<file path="config.mk">
export PLATFORM = sky130hd
export DESIGN_NAME = req_dispatch_queue
export DESIGN_NICKNAME = d
export VERILOG_FILES = /design/src/rtl/req_dispatch_queue.sv
export SDC_FILE = /design/constraint.sdc
export NUM_CORES = 2
export LEC_CHECK = 0
export ABC_AREA = 1
export CORE_ASPECT_RATIO = 1.75
export CORE_MARGIN = 2
export CORE_UTILIZATION = 50
export CTS_CLUSTER_DIAMETER = 60
export DETAILED_ROUTE_END_ITERATION = 8
export PLACE_DENSITY = 0.74
export SYNTH_ARGS = -nofsm -noshare
export SYNTH_HDL_FRONTEND = slang
export SYNTH_SLANG_ARGS = --single-unit
</file>
<file path="constraint.sdc">
create_clock -name clk -period 10.75 [get_ports clk]
set_clock_uncertainty 0.2 [all_clocks]
set_input_delay 1.6125 -clock clk [delete_from_list [all_inputs] [get_ports clk]]
set_output_delay 1.6125 -clock clk [all_outputs]
set_load 0.02 [all_outputs]
</file>
<file path="src/rtl/req_dispatch_queue.sv">
// req_dispatch_queue: routes decoded instructions by opcode into NCH
// independent FIFOs, each presenting its head over a valid/ready handshake,
// with per-channel occupancy, almost-full flag and flush.
module req_dispatch_queue #(
  parameter int ADDRW   = 24,
  parameter int OPCODEW = 2,
  parameter int NCH     = 2,
  parameter int QDEPTH  = 16,
  parameter int AFULL   = 12,
  localparam int CHW    = (NCH > 1) ? $clog2(NCH) : 1,
  localparam int IDXW   = $clog2(QDEPTH),
  localparam int INSTRW = 3*ADDRW + OPCODEW
) (
  input  logic                      clk,
  input  logic                      rst,
  input  logic                      valid_in,
  output logic                      ready_out,
  input  logic [OPCODEW-1:0]        opcode,
  input  logic [ADDRW-1:0]          key_addr,
  input  logic [ADDRW-1:0]          text_addr,
  input  logic [ADDRW-1:0]          dest_addr,
  output logic [NCH*INSTRW-1:0]     instr_out,
  output logic [NCH-1:0]            valid_out,
  input  logic [NCH-1:0]            ready_in,
  input  logic [NCH-1:0]            flush,
  output logic [NCH*(IDXW+1)-1:0]   count,
  output logic [NCH-1:0]            almost_full,
  output logic                      err_illegal
);

  localparam logic [IDXW:0] QFULL  = (IDXW+1)'(QDEPTH);
  localparam logic [IDXW:0] AFLIM  = (IDXW+1)'(AFULL);
  localparam logic [CHW:0]  NCHLIM = (CHW+1)'(NCH);

  logic [INSTRW-1:0] r_mem [NCH][QDEPTH];
  logic [IDXW-1:0]   r_wrPtr [NCH];
  logic [IDXW-1:0]   r_rdPtr [NCH];
  logic [IDXW:0]     r_count [NCH];
  logic              r_errIllegal;

  logic [CHW-1:0]    w_sel;
  logic              w_legal;
  logic              w_selOk;
  logic [NCH-1:0]    w_push;
  logic [NCH-1:0]    w_pop;
  logic [INSTRW-1:0] w_entry;

  assign w_sel   = opcode[CHW-1:0];
  assign w_legal = ({1'b0, w_sel} < NCHLIM);
  assign w_entry = {opcode, key_addr, text_addr, dest_addr};

  // Selected channel can take an entry: not full and not being flushed.
  always_comb begin
    w_selOk = 1'b0;
    for (int c = 0; c < NCH; c++) begin
      if (w_sel == CHW'(c)) w_selOk = (r_count[c] != QFULL) && !flush[c];
    end
  end

  assign ready_out = w_legal && w_selOk;

  // Per-channel push/pop strobes; a pop needs a non-empty FIFO.
  always_comb begin
    w_push = '0;
    w_pop  = '0;
    for (int c = 0; c < NCH; c++) begin
      w_push[c] = valid_in && ready_out && (w_sel == CHW'(c));
      w_pop[c]  = (r_count[c] != '0) && ready_in[c];
    end
  end

  // Pointer and occupancy update; flush overrides push/pop on its channel.
  always_ff @(posedge clk) begin
    for (int c = 0; c < NCH; c++) begin
      if (rst || flush[c]) begin
        r_wrPtr[c] <= '0;
        r_rdPtr[c] <= '0;
        r_count[c] <= '0;
      end else begin
        if (w_push[c]) r_wrPtr[c] <= r_wrPtr[c] + 1'b1;
        if (w_pop[c])  r_rdPtr[c] <= r_rdPtr[c] + 1'b1;
        case ({w_push[c], w_pop[c]})
          2'b10:   r_count[c] <= r_count[c] + 1'b1;
          2'b01:   r_count[c] <= r_count[c] - 1'b1;
          default: r_count[c] <= r_count[c];
        endcase
      end
    end
  end

  // Entry storage; contents are not cleared by reset.
  always_ff @(posedge clk) begin
    for (int c = 0; c < NCH; c++) begin
      if (!rst && w_push[c]) r_mem[c][r_wrPtr[c]] <= w_entry;
    end
  end

  // Illegal-opcode pulse, one cycle after each offending cycle.
  always_ff @(posedge clk) begin
    if (rst) r_errIllegal <= 1'b0;
    else     r_errIllegal <= valid_in && !w_legal;
  end

  assign err_illegal = r_errIllegal;

  // Head, occupancy and flags per channel; head reads as zero when empty.
  always_comb begin
    instr_out   = '0;
    valid_out   = '0;
    count       = '0;
    almost_full = '0;
    for (int c = 0; c < NCH; c++) begin
      valid_out[c]                   = (r_count[c] != '0);
      count[c*(IDXW+1) +: (IDXW+1)]  = r_count[c];
      almost_full[c]                 = (r_count[c] >= AFLIM);
      instr_out[c*INSTRW +: INSTRW]  = (r_count[c] != '0) ? r_mem[c][r_rdPtr[c]] : '0;
    end
  end

endmodule
</file>
== Word level (Yosys, flattened, before mapping) ==
Memory sizes are Yosys's and may differ from the RTL's.
Index checks and enable logic that the tools add are counted.
Storage, ports and cells
  flip-flop bits (word level): 0
  word-level logic and storage cells: 126
  memory bits (writable): 2394
  output and inout port bits: 164
  memories: 4
Cells by class
  $lt $le $gt $ge: 8
  mux-type cells: 64
  bitwise operators: 15
  reductions and logical operators: 21
  eq/ne operators: 6
  add/sub/neg operators: 8
Memories
  r_mem: words 2, bits a word 1184, rd ports 2, clocked after memory_dff 0, write ports 1, line 35  | logic [INSTRW-1:0] r_mem [NCH][QDEPTH];
  r_count: words 2, bits a word 5, rd ports 2, clocked after memory_dff 0, write ports 2, line 38  | logic [IDXW:0] r_count [NCH];
  r_rdPtr: words 2, bits a word 4, rd ports 2, clocked after memory_dff 0, write ports 2, line 37  | logic [IDXW-1:0] r_rdPtr [NCH];
  r_wrPtr: words 2, bits a word 4, rd ports 2, clocked after memory_dff 0, write ports 2, line 36  | logic [IDXW-1:0] r_wrPtr [NCH];
Operator list (number)
  1184-bit 2-to-1 mux: 4
  1184-bit OR reduction: 1
  74-bit binary-select mux with 4-bit select: 2
  74-bit demux with 4-bit select: 2
  74-bit 2-to-1 mux: 8
  1-bit 2-to-1 mux: 38
  5-bit 2-to-1 mux: 6
  5-bit >= comparator (second input constant): 4
  4-bit inverter with 5-bit output: 4
  4-bit by 1-bit adder with 4-bit output (second input constant): 4
  4-bit 2-to-1 mux: 4
  1-bit logical AND: 11
  5-bit by 1-bit adder with 5-bit output (second input constant): 2
  5-bit by 4-bit >= comparator with 1-bit output (second input constant): 2
  5-bit by 1-bit < comparator with 1-bit output (second input constant): 2
  5-bit inequality test (second input constant): 2
  1-bit bitwise OR: 10
  5-bit nonzero test: 2
  5-bit by 1-bit subtractor with 5-bit output (second input constant): 2
  2-bit by 1-bit equality test with 1-bit output (second input constant): 2
  2-bit equality test (second input constant): 2
  2-bit OR reduction: 2
  1-bit logical NOT: 3
  1-bit logical OR: 2
  1-bit inverter: 1

== Depth between registers and ports, before layout ==
An unclocked memory read counts as a cell.
  word-level depth: 13
  mapped depth: 17
  mapped depth without buffers: 17

== Least setup slack after synthesis ==
No wires, ideal clock.
  kind: input to register
  start point: input port flush[1]
  end point: memory r_mem[0][2072] (netlist name) (enable)
  path buffers: 2
  arrival: 7261 ps
  stages on the path: 5
  path slack: 2691 ps
  path through: nor2_1 -> buf_2 -> nand4_1 -> clkbuf_1 -> nor3_1
Between the ends
  cells in the longest elaborated chain, start to end: 10
RTL lines
  start: declaration: line 25  | input logic [NCH-1:0] flush,
  1-bit logical NOT (*): line 56  | if (w_sel == CHW'(c)) w_selOk = (r_count[c] != QFULL) && !flush[c];
  1-bit logical AND (*): line 56
  1-bit 2-to-1 mux (*): line 56
  1-bit logical AND (*): line 67  | w_push[c] = valid_in && ready_out && (w_sel == CHW'(c));
  1-bit logical AND: line 67
  1-bit logical AND: line 94  | if (!rst && w_push[c]) r_mem[c][r_wrPtr[c]] <= w_entry;
  1-bit 2-to-1 mux: line 94
  1184-bit 2-to-1 mux (implied by the code): line 94
  1184-bit OR reduction (no source line)
  1-bit 2-to-1 mux (no source line) / 1184-bit 2-to-1 mux (equally long branches)
  end: declaration: line 35
Mark *: on every way between the ends. The rest lies on a longest branch, timed or not.

==> results.yml <==
power_and_ir_drop:
  power_density_nw_per_um2: 190
  peakVddDrop_v: 0.000186
  leakagePower_nw: 37.0
critical_path:
  r2r_end: "r_mem[0][55]"
  worst-path-buf-inv: 4
  cp_data_arrival_time_ns: 5.75
  ff2ff_setup_slack_ns: 6.21
  cpPeakStageDelay_ns: 0.92
  cp.required_ns: 8.94
  critPathLaunchType: "register"
  reg2reg_depth: 9
  worstPathCellList: "buf_12 -> buf_4 -> buf_4 -> nor2_1 -> nor2_1 -> o21ai_0 -> nand3_1 -> nand3_1 -> a21oi_1 -> clkdlybuf4s50_1"
  rr_startpoint: "r_count[0][0]"
  path_delay_family: "buffers and inverters"
  critical_path_class: "reg2out"
  cpMaxStageDelayCell: "buf_4"
  cp_max_fo: 199
  crit_path_end_kind: "output port"
yosys:
  synth_top_area_share_pct: 74.2
  synth-async-reset-ratio_pct: 0
  yosys.area.top_type: "edfxtp_1"
  syn-instance-count: 8122
  synthTopCellsByCount: "edfxtp_1, nor2_1, nand2_1"
  synth_area_um2: 96900
  synth-seq-cells: 2394
  synth_most_common_cell: "edfxtp_1"
  yosys_warnings: 0
  avgSynthCellArea_um2: 11.9
  yosysUniqueCellTypes: 28
  synth_flop_cell: "edfxtp_1"
  synth_nets: 8221
  synth_area_leaders: "edfxtp_1, nor2_1, nand3_1"
  synth-seq-area-share_pct: 74.2
  synth-edff-count: 2394
layout:
  final_util_pct: 56.1
  drive_above_1_share_pct: 5.60
  areaGrowthSynthToFinish_pct: 11.4
  fin_cells: 10934
  num-nets-final: 8287
floorplanning:
  dieArea_um2: 197000
  rows: 213
  initial_utilization_pct: 50.3
  die_y_um: 586
  io_pins: 245
  coreArea_um2: 192000
  dieWidth_um: 337
clock_tree:
  postCtsHoldBufs: 0
  post_cts_resized: 0
  cts_buffers: 205
  clock_sinks: 2394
  cts_max_level: 4
  clk_latency_ns: 0.84
  cts-root-buf: "clkbuf_16"
  postCtsSetupBuffers: 0
  cts_buffer_depth: 4
  cts_tree: "yes"
  path_clk_slew_ns: 0.07
route:
  vias_per_cell: 5.88
  drt.antenna.violating_nets: 0
  drt-met1-wl_um: 96000
  initialDrtViolationCount: 8304
  via_count: 64309
  dr_wl_met2_um: 129000
  wl_um: 263000
  first_pass_iters: 9
  wl_met3_um: 25700
  top_layer: "met5"
  drc_errors: 0
  wl_per_cell_um: 24.0
place:
  place_inst: 10561
  port_buffers: 243
  gp_congestion: 0.817
  dp_hpwl_um: 135000
grt:
  grtUsageTotal_pct: 26.0
  grt_max_degree: 259
  grt_pass1_wl_um: 380000
  grt.overflow.total: 0
  antenna_found_initial: 25
  first_global_vias: 62031
sta:
  report.final.slew_viol_count: 0
  fmaxAchievable_ghz: 0.132
  rsz0062_at_grt: "no"
  worstMarginPinSlew_ns: 1.41
  relSlewSlack_pct: 5.38
  setup_viol: 0
  finalSetupTns_ns: 0
  finalCritPeriodShare_pct: 70.4
  min_period_ns: 7.56
  finalHoldViolations: 0
min_path:
  min_from: "r_count[1][0]"
  holdPathStages: 1
  hp-class: "reg2reg"
  min_to: "r_count[1][0]"
status:
  status: "complete, no violations"
run:
  maxCapViolations: 0
flip-flops by register name (all words and copies together), names as in the netlist:
| signal | count |
|---|---|
| r_wrPtr | 8 |
| r_mem | 2368 |
| r_count | 10 |
| r_rdPtr | 8 |
cell usage in the layout, fill, tap and decap left out, drive strengths merged, types with 10 or more instances in the layout:
| master | synthesis | routed |
|---|---|---|
| clkdlybuf4s50 | 0 | 243 |
| nor3 | 17 | 17 |
| nand2 | 934 | 934 |
| diode | 0 | 14 |
| nor2 | 2044 | 2044 |
| clkinv | 0 | 96 |
| clkbuf | 205 | 236 |
| bufinv | 0 | 18 |
| nand3 | 828 | 828 |
| ha | 18 | 18 |
| inv | 234 | 233 |
| a21oi | 153 | 153 |
| edfxtp | 2394 | 2394 |
| o211ai | 76 | 76 |
| buf | 307 | 128 |
| clkinvlp | 0 | 10 |
| o21ai | 891 | 891 |
worst max path at each step:
stage | start | endpoint | slack [ns] | cells after the start
floorplan | flush[1] | r_mem[0][2072] | 2.69 | 5
global placement | r_rdPtr[0][0] | instr_out[54] | 4.19 | 10
detailed placement | r_rdPtr[0][0] | instr_out[59] | 4.17 | 10
CTS | r_rdPtr[0][0] | instr_out[59] | 3.25 | 10
global route | r_rdPtr[0][0] | instr_out[35] | 2.93 | 10
finish | r_rdPtr[0][0] | instr_out[56] | 3.19 | 10
routing by layer:
layer	up-vias	global-route usage (%)
li1	28477	-
met2	3759	44.3
met3	699	3.89
met1	31354	32.9
met4	20	11.6
met5	-	0
final cells by class:
class / count / area, um^2
Tap cell: 2580 / 3230
Clock inverter: 123 / 1110
Fill cell: 15053 / 84500
Clock buffer: 236 / 5330
Inverter: 234 / 935
Sequential cell: 2394 / 71900
Multi-Input combinational cell: 4982 / 21800
Timing Repair Buffer: 371 / 3560
Antenna cell: 14 / 35.0
logic make-up (layout without fill, tap and decap cells):
logic type,Yosys count,count (layout),share of synthesized area [%]
flip-flops,2394,2394,74.2
AO/OA/AOI/OAI,1122,1122,6.00
XOR/XNOR,13,13,0.118
other,1,15,0.00387
buffers and inverters,746,964,3.47
AND/OR/NAND/NOR,3828,3828,16.0
adder cells (fa/ha/maj),18,18,0.233
power by group:
part | switching, mW | total, mW | leakage [nW] | internal [mW]
combinational | 2.05 | 2.91 | 12.2 | 0.864
clock | 3.25 | 7.24 | 3.16 | 3.98
sequential | 0.0236 | 10.3 | 21.6 | 10.3
stage by stage:
stage	power (mW)	setup WS (ns)	area, um^2	hold WS, ns
finish	20.5	3.19	108000	0.463
global route	21.1	2.93	108000	0.504
CTS	20.5	3.25	108000	0.471
detailed placement	13.4	4.17	101000	0.459
global placement	13.4	4.19	101000	0.424
floorplan	12.2	2.69	96900	0.406
(Power assumes the default switching activity.)
